==> config.mk <==
export PLATFORM = sky130hd
export DESIGN_NAME = simple_dma_controller_flat
export DESIGN_NICKNAME = d
export VERILOG_FILES = /design/src/rtl/simple_dma_controller_if.sv /design/src/rtl/simple_dma_controller.sv /design/src/flat_wrapper.sv
export SDC_FILE = /design/constraint.sdc
export NUM_CORES = 1
export LEC_CHECK = 0
export BUFFER_PORTS_ARGS = -buffer_cell sky130_fd_sc_hd__buf_2
export CAP_MARGIN = 25
export CORE_ASPECT_RATIO = 1.2
export CORE_MARGIN = 2
export CORE_UTILIZATION = 49
export CTS_BUF_LIST = sky130_fd_sc_hd__clkbuf_8 sky130_fd_sc_hd__clkbuf_16
export DETAILED_ROUTE_END_ITERATION = 6
export GPL_TIMING_DRIVEN = 1
export PLACE_DENSITY = 0.81
export SLEW_MARGIN = 40
export SYNTH_ARGS = -nofsm -noshare
export SYNTH_HDL_FRONTEND = slang
export SYNTH_SLANG_ARGS = --single-unit
==> constraint.sdc <==
create_clock -name clk -period 3.1 [get_ports clk]
set_input_delay 0.62 -clock clk [delete_from_list [all_inputs] [get_ports clk]]
set_output_delay 0.62 -clock clk [all_outputs]
set_load 0.1 [all_outputs]
==> src/rtl/simple_dma_controller_if.sv <==
// rtl/simple_dma_controller_if.sv - device request/handshake and DMA memory port bundle
interface simple_dma_controller_if;
   logic        dev_rqst;
   logic        dev_rd_wr;
   logic [15:0] dev_start_addr;
   logic [15:0] dev_num_words;
   logic        dev_ack;
   logic [15:0] dev_wdata;
   logic [15:0] dev_rdata;
   logic        dma_ack;
   logic        dma_end_flag;
   logic        dma_error_flag;
   logic [14:0] mem_addr;
   logic [15:0] mem_din;
   logic        mem_en;
   logic [1:0]  mem_we;
   logic        mem_priority;
   logic [15:0] mem_dout;
   logic        mem_ready;
   logic        mem_resp;

   modport slave (
      input  dev_rqst, dev_rd_wr, dev_start_addr, dev_num_words, dev_ack, dev_wdata,
      input  mem_dout, mem_ready, mem_resp,
      output dev_rdata, dma_ack, dma_end_flag, dma_error_flag,
      output mem_addr, mem_din, mem_en, mem_we, mem_priority
   );

   modport master (
      output dev_rqst, dev_rd_wr, dev_start_addr, dev_num_words, dev_ack, dev_wdata,
      output mem_dout, mem_ready, mem_resp,
      input  dev_rdata, dma_ack, dma_end_flag, dma_error_flag,
      input  mem_addr, mem_din, mem_en, mem_we, mem_priority
   );
endinterface

==> src/rtl/simple_dma_controller.sv <==
// rtl/simple_dma_controller.sv - word-at-a-time block DMA between a device handshake and the DMA memory port
module simple_dma_controller #(
   parameter logic PRIORITY = 1'b0
) (
   input logic                    clk,
   input logic                    reset,
   simple_dma_controller_if.slave bus
);

   typedef enum logic [3:0] {
      S_IDLE, S_LOAD, S_WAIT_DEV, S_XFER, S_ACK, S_SETTLE, S_DONE, S_ERR, S_DRAIN
   } state_t;

   state_t      r_state;
   state_t      w_next;
   logic [15:0] r_addr;
   logic [15:0] r_cnt;
   logic [15:0] r_rdata;
   logic        r_dir;

   always_ff @(posedge clk or posedge reset) begin
      if (reset) r_state <= S_IDLE;
      else       r_state <= w_next;
   end

   always_comb begin
      w_next = r_state;
      case (r_state)
         S_IDLE:     if (bus.dev_rqst) w_next = S_LOAD;
         S_LOAD:     w_next = (bus.dev_num_words == 16'd0) ? S_DONE : S_WAIT_DEV;
         S_WAIT_DEV: begin
            if (!bus.dev_rqst)    w_next = S_IDLE;
            else if (bus.dev_ack) w_next = S_XFER;
         end
         // a request drop cannot cancel an access the memory port has already seen
         S_XFER:     if (bus.mem_ready) w_next = bus.mem_resp ? S_ERR : S_ACK;
         S_ACK: begin
            if (r_cnt == 16'd1)    w_next = S_DONE;
            else if (!bus.dev_rqst) w_next = S_IDLE;
            else                   w_next = S_SETTLE;
         end
         S_SETTLE:   w_next = S_WAIT_DEV;
         S_DONE:     w_next = S_DRAIN;
         S_ERR:      w_next = S_DRAIN;
         S_DRAIN:    if (!bus.dev_rqst) w_next = S_IDLE;
         default:    w_next = S_IDLE;
      endcase
   end

   always_ff @(posedge clk or posedge reset) begin
      if (reset) begin
         r_addr  <= 16'd0;
         r_cnt   <= 16'd0;
         r_dir   <= 1'b0;
         r_rdata <= 16'd0;
      end else begin
         if (r_state == S_LOAD) begin
            r_addr <= {bus.dev_start_addr[15:1], 1'b0};
            r_cnt  <= bus.dev_num_words;
            r_dir  <= bus.dev_rd_wr;
         end
         if (r_state == S_ACK) begin
            r_addr <= r_addr + 16'd2;
            r_cnt  <= r_cnt - 16'd1;
            if (r_dir) r_rdata <= bus.mem_dout;
         end
      end
   end

   always_comb begin
      bus.mem_en         = 1'b0;
      bus.mem_addr       = 15'd0;
      bus.mem_we         = 2'b00;
      bus.mem_din        = 16'd0;
      bus.dma_ack        = 1'b0;
      bus.dma_end_flag   = 1'b0;
      bus.dma_error_flag = 1'b0;
      bus.dev_rdata      = r_rdata;
      case (r_state)
         S_XFER: begin
            bus.mem_en   = 1'b1;
            bus.mem_addr = r_addr[15:1];
            bus.mem_we   = r_dir ? 2'b00 : 2'b11;
            bus.mem_din  = r_dir ? 16'd0 : bus.dev_wdata;
         end
         // read data arrives the cycle after mem_ready, so it is forwarded straight through
         S_ACK: begin
            bus.dma_ack = 1'b1;
            if (r_dir) bus.dev_rdata = bus.mem_dout;
         end
         S_DONE:  bus.dma_end_flag   = 1'b1;
         S_ERR:   bus.dma_error_flag = 1'b1;
         default: ;
      endcase
   end

   assign bus.mem_priority = PRIORITY;

endmodule

==> src/flat_wrapper.sv <==
// flat-port wrapper written by rule: the top's interface ports become plain ports
module simple_dma_controller_flat 
#(
   parameter logic PRIORITY = 1'b0
)
  (clk, reset, bus_dev_rqst, bus_dev_rd_wr, bus_dev_start_addr, bus_dev_num_words, bus_dev_ack, bus_dev_wdata, bus_mem_dout, bus_mem_ready, bus_mem_resp, bus_dev_rdata, bus_dma_ack, bus_dma_end_flag, bus_dma_error_flag, bus_mem_addr, bus_mem_din, bus_mem_en, bus_mem_we, bus_mem_priority);
  simple_dma_controller_if bus_i ();
  input logic clk;
  input logic reset;
  input wire logic [$bits(bus_i.dev_rqst)-1:0] bus_dev_rqst;
  input wire logic [$bits(bus_i.dev_rd_wr)-1:0] bus_dev_rd_wr;
  input wire logic [$bits(bus_i.dev_start_addr)-1:0] bus_dev_start_addr;
  input wire logic [$bits(bus_i.dev_num_words)-1:0] bus_dev_num_words;
  input wire logic [$bits(bus_i.dev_ack)-1:0] bus_dev_ack;
  input wire logic [$bits(bus_i.dev_wdata)-1:0] bus_dev_wdata;
  input wire logic [$bits(bus_i.mem_dout)-1:0] bus_mem_dout;
  input wire logic [$bits(bus_i.mem_ready)-1:0] bus_mem_ready;
  input wire logic [$bits(bus_i.mem_resp)-1:0] bus_mem_resp;
  output wire logic [$bits(bus_i.dev_rdata)-1:0] bus_dev_rdata;
  output wire logic [$bits(bus_i.dma_ack)-1:0] bus_dma_ack;
  output wire logic [$bits(bus_i.dma_end_flag)-1:0] bus_dma_end_flag;
  output wire logic [$bits(bus_i.dma_error_flag)-1:0] bus_dma_error_flag;
  output wire logic [$bits(bus_i.mem_addr)-1:0] bus_mem_addr;
  output wire logic [$bits(bus_i.mem_din)-1:0] bus_mem_din;
  output wire logic [$bits(bus_i.mem_en)-1:0] bus_mem_en;
  output wire logic [$bits(bus_i.mem_we)-1:0] bus_mem_we;
  output wire logic [$bits(bus_i.mem_priority)-1:0] bus_mem_priority;
  assign bus_i.dev_rqst = bus_dev_rqst;
  assign bus_i.dev_rd_wr = bus_dev_rd_wr;
  assign bus_i.dev_start_addr = bus_dev_start_addr;
  assign bus_i.dev_num_words = bus_dev_num_words;
  assign bus_i.dev_ack = bus_dev_ack;
  assign bus_i.dev_wdata = bus_dev_wdata;
  assign bus_i.mem_dout = bus_mem_dout;
  assign bus_i.mem_ready = bus_mem_ready;
  assign bus_i.mem_resp = bus_mem_resp;
  assign bus_dev_rdata = bus_i.dev_rdata;
  assign bus_dma_ack = bus_i.dma_ack;
  assign bus_dma_end_flag = bus_i.dma_end_flag;
  assign bus_dma_error_flag = bus_i.dma_error_flag;
  assign bus_mem_addr = bus_i.mem_addr;
  assign bus_mem_din = bus_i.mem_din;
  assign bus_mem_en = bus_i.mem_en;
  assign bus_mem_we = bus_i.mem_we;
  assign bus_mem_priority = bus_i.mem_priority;
  simple_dma_controller #(.PRIORITY(PRIORITY)) u_core (.clk(clk), .reset(reset), .bus(bus_i));
endmodule
==> results.tsv, run 1 <==
metric	value	unit
io pins	125	
reg2reg end	u_core.r_cnt[15]$_DFFE_PP0P_	
detailed-route via count	2958	
Hold WC Path Type	input pin to async pin	
CP max stage delay	0.63	ns
TNS Setup	0	ns
RSZ-0062 raised after global routing	false	
Mean Syn Cell Area	9.482	um2
clk sink count	52	
Row Count	31	
Commonest cells post-synth	dfrtp_1 (52), and2_1 (34), nor2_1 (29)	
Mapped Nets	394	
Post-synth EDFFs	0	
r2r startpoint	u_core.r_state[1]$_DFFE_PP0P_	
drt wl/cell	15.62	um
CTS tree	done	
first-pass GRT wire length	12.92	mm
Routed Antenna Nets	0	
share of cells above drive strength 1	38.11	%
DRT iter0 DRCs	151	
worst-path fanout max	16	
sequential fraction of the synthesis area	42.89	%
status	completed	
Worst path depth	5	
MaxCap Viol Count	0	
die height	90.20	um
library cells used by synthesis	56	
clock tree root driver cell	clkbuf_8	
maximum clock insertion buffer count	2	
Worst setup startpoint	u_core.r_state[1]$_DFFE_PP0P_	
worst-case reg-to-reg path depth	6	
fill cell count	479	
initial antenna violation count	0	
routability cong.	0.8624	
Synth Cell Area	0.003034	mm2
area of the multi-input gates	0.001580	mm2
full die area	0.006840	mm2
Final period util	95.54	%
fin crit period	2.962	ns
Slowest-stage cell, CP	or4b_1	
1st-pass router iterations	4	
Primary FF master, synth	dfrtp_1	
largest net degree at the start of global routing	41	
Critical Path RT	2.48	ns
leading cell type by number of instances after synthesis	dfrtp_1	
FF-to-FF setup slack	0.66	ns
synthesized instance count	320	
drt drc	0	
kind of end point of the critical path	output port	
CTS hold repair buffers	0	
Yosys top cell area share	42.89	%
diode count	0	
Area contributors post-synth	dfrtp_1 (43%), and2_1 (7.0%), mux2_2 (5.9%)	
Max-slew headroom	57.31	%
Core Area	0.006012	mm2
placed cell count	507	
Setup Skew	0.005757	ns
post-DR vias/cell	5.744	
register bit total from synthesis	52	
area grow syn2layout	31.84	%
final WL	8.046	mm
Buf+Inv Stages, Crit Path	2	
Post-DP HPWL	5.969	mm
Chip Width	75.84	um
Pins Over Slew Limit	0	
Hold Fails Final Rpt	0	
Warnings, synthesis	0	
Arrival @ worst endpoint	2.34	ns
clock slew at reported path FFs	0.10	ns
delay-heaviest family, CP	simple AND/OR/NAND/NOR gates	
total track usage	24.01	%
# H-tree levels	2	
port buffer count	122	
Post-CTS Resized	0	
crit path kind	flop to output port	
Layout Cells excl Fill	515	
CTS Buf Count	5	
Final Util	66.53	%
Initial Utilization	50.47	%
crit path launch type	flop	
top cell type by total area after synthesis	dfrtp_1	
Nets	506	
Tightest Pin Transition	0.6350	ns
CP endpoint	bus_dev_rdata[2]	
vias in the first global route	2812	
FMAX	337.6	MHz
CP cell instances	or4b_1 -> clkinv_2 -> nand2_2 -> mux2_2 -> buf_12	
# Post-CTS Setup Buffers	0	
fraction of registers with async set/reset	100.0	%
Reg area	0.001301	mm2
Final setup viols	0	
worst skew pair latency	0.31	ns
Overflow after GRT	0	
==> per-stage QoR <==
stage	cell area, um2	setup slack [ns]	hold WS [ns]
detailed placement	3908	0.4855	0.5051
global placement	3908	0.5148	0.4961
CTS	4000	0.1252	0.2449
finish	4000	0.1383	0.2470
global route	4000	0.02473	0.2516
floorplan	3037	0.09115	0.4735
==> state kept, by name, indices dropped and copies added, names as in the netlist <==
name	flops
u_core.r_state	4
u_core.r_cnt	16
u_core.r_addr	15
u_core.r_dir	1
u_core.r_rdata	16
==> layer usage <==
metal	GRT usage [%]	up-vias	share of wire, %
met4	7.164	0	1.0
met2	41.52	135	52
li1	-	1401	-
met3	3.924	7	7.4
met1	29.77	1415	39
met5	0	-	0
==> cell families after synthesis <==
logic type / synth area share, %
compound gates: 16.08
fa+ha+maj: 1.237
buf+inv: 5.237
flops: 42.89
mux: 5.938
other cells: 0.1236
simple gates: 28.50
==> worst register-to-register path: cells and delay by family (launching register included) <==
kind | cells | cell delay (ns)
compound gates | 1 | 0.24
flops | 1 | 0.52
buf+inv | 2 | 0.32
simple gates | 3 | 1.26
==> worst min-delay path by stage <==
stage,to,from,slack (ns)
2_1_floorplan,u_core.r_addr[12]$_DFFE_PP0P_,u_core.r_addr[12]$_DFFE_PP0P_,0.47
3_3_place_gp,u_core.r_cnt[15]$_DFFE_PP0P_,u_core.r_cnt[15]$_DFFE_PP0P_,0.50
5_1_grt,u_core.r_state[3]$_DFFE_PP0P_,reset,0.25
4_1_cts,u_core.r_cnt[15]$_DFFE_PP0P_,reset,0.24
3_5_place_dp,u_core.r_addr[12]$_DFFE_PP0P_,u_core.r_addr[12]$_DFFE_PP0P_,0.51
6_report,u_core.r_state[3]$_DFFE_PP0P_,reset,0.25
==> cell usage in the layout, fill, tap and decap left out, types with 3 or more instances in the layout <==
| cell | Yosys | final |
|---|---|---|
| a311oi_1 | 8 | 8 |
| a221o_1 | 3 | 3 |
| o211ai_1 | 6 | 6 |
| mux2_2 | 16 | 16 |
| o21ai_0 | 7 | 7 |
| clkbuf_8 | 0 | 5 |
| or3_1 | 3 | 3 |
| a211oi_1 | 8 | 8 |
| and2_1 | 34 | 34 |
| a21oi_1 | 3 | 3 |
| buf_12 | 0 | 16 |
| nand2_1 | 27 | 27 |
| buf_4 | 4 | 5 |
| and4_1 | 3 | 3 |
| o311ai_0 | 5 | 5 |
| buf_2 | 6 | 106 |
| nand4_1 | 6 | 6 |
| nor4_1 | 6 | 6 |
| ha_1 | 3 | 3 |
| nor3_1 | 6 | 6 |
| inv_1 | 8 | 7 |
| dfrtp_1 | 52 | 52 |
| and3_1 | 6 | 6 |
| a31oi_1 | 3 | 3 |
| nor2_1 | 29 | 29 |
| nand3_1 | 15 | 15 |
==> area by class of cell <==
| class | count | area share (%) |
|---|---|---|
| Multi-Input combinational cell | 237 | 39.51 |
| Sequential cell | 52 | 32.53 |
| Timing Repair Buffer | 127 | 22.21 |
| Tap cell | 82 | 2.565 |
| Clock buffer | 5 | 1.720 |
| Inverter | 9 | 0.8758 |
| Clock inverter | 3 | 0.5943 |
Power of run 1 is left out: the tool's default activity adds up to more than one toggle a clock period on the data nets, which glitch-free logic cannot reach.
==> run 2: changes to the inputs <==
--- a/config.mk
+++ b/config.mk
@@ -5,11 +5,12 @@
 export SDC_FILE = /design/constraint.sdc
 export NUM_CORES = 1
 export LEC_CHECK = 0
+export ABC_AREA = 1
 export BUFFER_PORTS_ARGS = -buffer_cell sky130_fd_sc_hd__buf_2
 export CAP_MARGIN = 25
 export CORE_ASPECT_RATIO = 1.2
 export CORE_MARGIN = 2
-export CORE_UTILIZATION = 49
+export CORE_UTILIZATION = 50
 export CTS_BUF_LIST = sky130_fd_sc_hd__clkbuf_8 sky130_fd_sc_hd__clkbuf_16
 export DETAILED_ROUTE_END_ITERATION = 6
 export GPL_TIMING_DRIVEN = 1
==> constraint.sdc (replaced) <==
create_clock -name clk -period 3 [get_ports clk]
set_input_delay 0.6 -clock clk [delete_from_list [all_inputs] [get_ports clk]]
set_output_delay 0.6 -clock clk [all_outputs]
set_load 0.1 [all_outputs]
==> run 2 against run 1 <==
  * Worst hold slack about the same
  * Worst setup slack better by 0.15 ns
  * Die area up 9.3%
  * Area after synthesis up 12%
  * Sequential share of layout area down 2.0 points
  * First-iteration DRC count up 2.6%
  * Critical endpoint is now bus_mem_din[11]
==> results.tsv, run 2 <==
metric	value	unit	change
status	completed		
initial antenna violation count	0		unchanged
Final setup viols	0		unchanged
Tightest Pin Transition	0.5761	ns	-0.05890 ns
die height	94.34	um	+4.6%
detailed-route via count	3409		+15%
Mapped Nets	566		+44%
Final Util	65.38	%	-1.2 points
Largest regs	u_core.r_cnt x16, u_core.r_rdata x16, u_core.r_addr x15		
Setup Skew	0.01109	ns	+0.005336 ns
sequential fraction of the synthesis area	38.26	%	-4.6 points
final instance area	0.004267	mm2	+6.7%
maximum clock insertion buffer count	2		unchanged
Critical Path RT	2.40	ns	-0.08 ns
worst-case reg-to-reg path depth	7		+1
area grow syn2layout	25.46	%	
full die area	0.007480	mm2	+9.3%
Power Density	1088	mW/mm2	
Hold Fails Final Rpt	0		unchanged
leading cell type by number of instances after synthesis	nand2_1		
first-pass GRT wire length	13.96	mm	+8.0%
drt drc	0		unchanged
total track usage	23.18	%	-0.83 points
fraction of registers with async set/reset	100.0	%	unchanged
CTS Buf Count	5		unchanged
fin crit period	2.714	ns	
synthesized instance count	492		+54%
Hold WC Path Type	input pin to async pin		
Overflow after GRT	0		unchanged
most frequent cells in the layout	nand2_1 (135), buf_2 (122), nor2_1 (77), inv_1 (63), dfrtp_1 (52)		
# Post-CTS Setup Buffers	0		unchanged
post-DR vias/cell	4.898		-15%
MaxCap Viol Count	0		unchanged
library cells used by synthesis	29		-48%
largest net degree at the start of global routing	37		-9.8%
total power	4.642	mW	
diode count	0		unchanged
Row Count	32		+3.2%
Warnings, synthesis	0		unchanged
FMAX	368.4	MHz	
commonest non-fill, non-tap cell in the layout	nand2_1		
Max IR drop VDD	1040	uV	
Post-synth EDFFs	0		unchanged
vias in the first global route	3156		+12%
clock slew at reported path FFs	0.10	ns	about the same
Final period util	90.47	%	
CTS hold repair buffers	0		unchanged
RSZ-0062 raised after global routing	false		
worst hold margin	0.2472	ns	+0.0002060 ns
clock tree root driver cell	clkbuf_8		
Initial Utilization	52.11	%	+1.6 points
kind of end point of the critical path	output port		
Synth Cell Area	0.003401	mm2	+12%
Max-slew headroom	61.50	%	+4.2 points
final WL	8.404	mm	+4.4%
Yosys top cell area share	38.26	%	-4.6 points
final setup margin	0.2859	ns	+0.1476 ns
drt wl/cell	12.07	um	-23%
share of cells above drive strength 1	31.10	%	-7.0 points
Static Leak	2.362	nW	
Area contributors post-synth	dfrtp_1 (38%), nand2_1 (15%), nor2_1 (11%)		
register bit total from synthesis	52		unchanged
io pins	125		unchanged
Commonest cells post-synth	nand2_1 (136), nor2_1 (103), inv_1 (64)		
worst-path fanout max	17		+1
Arrival @ worst endpoint	2.11	ns	-0.23 ns
clk sink count	52		unchanged
Pins Over Slew Limit	0		unchanged
Chip Width	79.29	um	+4.5%
worst skew pair latency	0.30	ns	about the same
Mean Syn Cell Area	6.912	um2	-27%
Post-DP HPWL	6.405	mm	+7.3%
top cell type by total area after synthesis	dfrtp_1		
Primary FF master, synth	dfrtp_1		
1st-pass router iterations	4		unchanged
Nets	684		+35%
# H-tree levels	2		unchanged
Core Area	0.006526	mm2	+8.6%
DRT iter0 DRCs	155		+2.6%
Routed Antenna Nets	0		unchanged
port buffer count	122		unchanged
crit path launch type	flop		
routability cong.	0.9378		+8.7%
dpl cell area	0.004173	mm2	+6.8%
crit path kind	flop to output port		
CTS tree	done		
dpl ws	0.6186	ns	+0.1331 ns
Post-CTS Resized	0		unchanged
run 2: changes by cell type in the layout (fill, tap and decap cells not counted), moves of 32 or more:
| cell | change |
|---|---|
| nand3_1 | +32 |
| and2_1 | -34 |
| inv_1 | +56 |
| nor2_1 | +48 |
| nand2_1 | +108 |
run 2: through the flow:
step	cells	setup TNS (ns)
finish	696	0
CTS	696	0
global placement	688	0
detailed placement	688	0
global route	696	0
floorplan	492	-4.507
run 2: cell families (layout without fill, tap and decap cells):
group | Yosys count | after routing | share of synthesized area, %
and+or+nand+nor | 305 | 305 | 37.79
buffers and inverters | 82 | 201 | 10.15
DFF | 52 | 52 | 38.26
AOI/OAI and AO/OA | 29 | 29 | 5.151
muxes | 16 | 16 | 6.402
xor gates and xnor gates | 4 | 4 | 1.030
adders and majority gates | 3 | 3 | 1.104
other | 1 | 1 | 0.1103
run 2: cell type report:
cell class                      instances  area [um2]
Clock buffer                            6       82.58
Fill cell                             618        2260
Inverter                               68       260.3
Timing Repair Buffer                  125       633.1
Sequential cell                        52        1301
Multi-Input combinational cell        358        1872
Tap cell                               85       106.4
Clock inverter                          2       11.26
run 2: routing by layer:
| metal | share of wire (%) | track usage [%] |
|---|---|---|
| met1 | 42 | 29.07 |
| met2 | 51 | 41.31 |
| met3 | 6.3 | 3.920 |
| met4 | 1.2 | 6.178 |
| met5 | 0 | 0 |
run 2: path summary, 6_finish.rpt:
kind                            slack (ns)                       endpoint                     startpoint
worst max register to register        0.96   u_core.r_addr[9]$_DFFE_PP0P_  u_core.r_state[3]$_DFFE_PP0P_
worst max-delay path                  0.29                bus_mem_din[11]  u_core.r_state[3]$_DFFE_PP0P_
max in group asynchronous             2.12   u_core.r_cnt[15]$_DFFE_PP0P_                          reset
min in group clk                      0.49       u_core.r_dir$_DFFE_PP0P_                  bus_dev_rd_wr
worst min register to register        0.50    u_core.r_rdata[5]$_DFF_PP0_    u_core.r_rdata[5]$_DFF_PP0_
worst min-delay path                  0.25  u_core.r_addr[10]$_DFFE_PP0P_                          reset
run 2: power breakdown:
| part | leakage, nW | internal, mW | switching, mW |
|---|---|---|---|
| sequential | 0.628 | 1.05 | 0.288 |
| clock | 0.0486 | 0.185 | 0.230 |
| combinational | 1.69 | 0.683 | 2.21 |
run 2: critical path: stages, from the launching register on:
cell     delay, ns
dfrtp_1       0.47
inv_2         0.12
nand2_2       0.08
nor2_4        0.14
inv_4         0.13
nor2_4        0.15
inv_4         0.15
nor2_4        0.13
buf_2         0.42
Power figures use the tool's default switching activity.
==> run 3: changes to the inputs <==
--- a/config.mk
+++ b/config.mk
@@ -10,11 +10,10 @@
 export CAP_MARGIN = 25
 export CORE_ASPECT_RATIO = 1.2
 export CORE_MARGIN = 2
-export CORE_UTILIZATION = 50
+export CORE_UTILIZATION = 45
 export CTS_BUF_LIST = sky130_fd_sc_hd__clkbuf_8 sky130_fd_sc_hd__clkbuf_16
 export DETAILED_ROUTE_END_ITERATION = 6
-export GPL_TIMING_DRIVEN = 1
-export PLACE_DENSITY = 0.81
+export PLACE_DENSITY = 0.77
 export SLEW_MARGIN = 40
 export SYNTH_ARGS = -nofsm -noshare
 export SYNTH_HDL_FRONTEND = slang
==> constraint.sdc (replaced) <==
create_clock -name clk -period 2.4 [get_ports clk]
set_input_delay 0.48 -clock clk [delete_from_list [all_inputs] [get_ports clk]]
set_output_delay 0.48 -clock clk [all_outputs]
set_load 0.1 [all_outputs]
==> run 3 against run 2 <==
  * Largest power group unchanged
  * Critical path type unchanged
  * Global-route usage is 0.98 points lower
  * Final cell count rose by 2.4%
  * Critical endpoint is now bus_mem_din[2]
  * Final area rose by 17%
  * First-iteration DRC count grew 11%
  * Worst hold slack worse by 0.051 ns
  * Routed wire length rose by 11%
  * Sequential share of layout area shrank 4.5 points
  * Core utilization rose by 3.4 points
  * Clock skew barely moved
  * Clock power increased by 57%
==> results.tsv, run 3 (synthesized netlist as in run 2, its figures left out) <==
metric	value	unit	change
Worst path most repeated cell	nor2_4		
CTS tree	done		
commonest non-fill, non-tap cell in the layout	nand2_1		
Slowest-stage cell, CP	dfrtp_1		
Setup Skew	0.01111	ns	+0.00001830 ns
die height	99.23	um	+5.2%
full die area	0.008272	mm2	+11%
CP cell instances	inv_2 -> nand2_4 -> nor2_4 -> inv_8 -> nor2_4 -> buf_6 -> clkinv_8 -> nor2_4 -> buf_12		
Post-DP HPWL	6.992	mm	+9.2%
Nets	696		+1.8%
Max IR drop VDD	1563	uV	+50%
Core Area	0.007274	mm2	+11%
initial antenna violation count	0		unchanged
CTS hold repair buffers	0		unchanged
MaxCap Viol Count	0		unchanged
area grow syn2layout	47.06	%	
Critical Path RT	1.92	ns	-0.48 ns
crit path kind	flop to output port		
dpl cell area	0.004684	mm2	+12%
Hold Fails Final Rpt	0		unchanged
Routed Antenna Nets	0		unchanged
Row Count	34		+6.3%
worst-case reg-to-reg path depth	7		unchanged
vias in the first global route	3492		+11%
final WL	9.328	mm	+11%
Largest regs	u_core.r_cnt x16, u_core.r_rdata x16, u_core.r_addr x15		
Initial Utilization	46.75	%	-5.4 points
final setup margin	0.02158	ns	-0.2643 ns
RSZ-0062 raised after global routing	true		
detailed-route via count	3609		+5.9%
clock tree root driver cell	clkbuf_8		
# H-tree levels	2		unchanged
clk sink count	52		unchanged
total power	6.742	mW	+45%
Buf+Inv Stages, Crit Path	5		+1
reg2reg end	u_core.r_addr[10]$_DFFE_PP0P_		
worst skew pair latency	0.32	ns	+0.02 ns
share of cells above drive strength 1	32.26	%	+1.2 points
routability cong.	0.9179		-2.1%
Hold WC Path Type	input pin to async pin		
first-pass GRT wire length	15.32	mm	+9.8%
FMAX	420.4	MHz	
FF-to-FF setup slack	0.57	ns	-0.39 ns
fin crit period	2.378	ns	
Pins Over Slew Limit	0		unchanged
drt wl/cell	13.08	um	+8.3%
crit path launch type	flop		
Tightest Pin Transition	0.5388	ns	-0.03729 ns
worst-path fanout max	10		-7
dpl ws	0.3367	ns	-0.2819 ns
Arrival @ worst endpoint	1.90	ns	-0.21 ns
Chip Width	83.36	um	+5.1%
drt drc	0		unchanged
Static Leak	2.559	nW	+8.3%
CTS Buf Count	5		unchanged
maximum clock insertion buffer count	2		unchanged
largest net degree at the start of global routing	36		-2.7%
Max-slew headroom	64.03	%	+2.5 points
Overflow after GRT	0		unchanged
kind of end point of the critical path	output port		
clock slew at reported path FFs	0.10	ns	about the same
DRT iter0 DRCs	172		+11%
Power Density	1348	mW/mm2	+24%
post-DR vias/cell	5.062		+3.3%
final instance area	0.005001	mm2	+17%
io pins	125		unchanged
worst hold margin	0.1960	ns	-0.05120 ns
TNS Setup	0	ns	unchanged
r2r startpoint	u_core.r_state[3]$_DFFE_PP0P_		
total track usage	22.20	%	-0.98 points
status	completed		
delay-heaviest family, CP	buffers and inverters		
CP max stage delay	0.44	ns	-0.03 ns
Final period util	99.10	%	
most frequent cells in the layout	nand2_1 (135), nor2_1 (81), buf_2 (77), inv_1 (61), dfrtp_1 (51)		
Final setup viols	0		unchanged
1st-pass router iterations	4		unchanged
port buffer count	122		unchanged
diode count	0		unchanged
## run 3: cell count changes in the layout (fill, tap and decap cells not counted), moves of 2 or more
cell / delta
buf_12: +34
nor2_1: +4
buf_2: -45
nor2_4: +9
buf_4: +8
clkbuf_4: +13
nor2_2: -13
inv_1: -2
## run 3: worst reg2reg max path, cell delays in order, from the launching register on
cell and delay [ns]:
dfrtp_2 0.47, inv_4 0.10, nand2_4 0.07, nor2_8 0.17, buf_4 0.37, nand3_1 0.24
o21ai_0 0.21, nand3_1 0.09
## run 3: area by class of cell
cell class | instances | area (um2)
fill | 595 | 2273
timing repair buffer | 136 | 1257
timing repair inverter | 1 | 8.758
sequential | 52 | 1303
clock inverter | 2 | 38.79
multi-input combinational | 358 | 1921
tap | 90 | 112.6
inverter | 68 | 277.8
clock buffer | 6 | 82.58
## run 3: worst max-delay path by stage
stage / slack, ns / startpoint / cells past startpoint / endpoint
after CTS: 0.02 / u_core.r_state[2]$_DFFE_PP0P_ / 8 / bus_mem_din[1]
after floorplan: -0.82 / u_core.r_state[3]$_DFFE_PP0P_ / 7 / bus_mem_din[0]
after global placement: 0.40 / u_core.r_state[3]$_DFFE_PP0P_ / 8 / bus_mem_din[2]
after detailed placement: 0.34 / u_core.r_state[2]$_DFFE_PP0P_ / 8 / bus_mem_din[1]
after global routing: -0.05 / u_core.r_state[2]$_DFFE_PP0P_ / 9 / bus_mem_din[3]
final: 0.02 / u_core.r_state[2]$_DFFE_PP0P_ / 9 / bus_mem_din[2]
## run 3: repair_timing
item,in CTS,in global routing
gates resized for setup,1,30
buffers inserted,0,10
setup endpoints to repair,5,34
pin swaps,0,6
gates cloned,0,1
## run 3: per-stage QoR
stage	std cells	utilization [%]
floorplan	492	-
global placement	694	64.40
detailed placement	694	64.40
CTS	702	66.10
global route	713	68.75
finish	713	68.75
## run 3: where the power goes
group / switching (mW) / internal [mW] / total (mW) / leakage [nW]
Combinational: 2.93 / 1.47 / 4.40 / 1.87
Sequential: 0.378 / 1.31 / 1.69 / 0.627
Clock: 0.309 / 0.342 / 0.651 / 0.0614
Total: 3.61 / 3.13 / 6.74 / 2.56
## run 3: layer usage
metal	up-vias	routed length (um)	part of all wire, %	GRT usage [%]
met3	10	717	7.7	4.647
met4	0	108	1.2	5.422
li1	1788	-	-	-
met1	1662	3701	40	26.29
met5	-	0	0	0
met2	149	4801	51	41.07
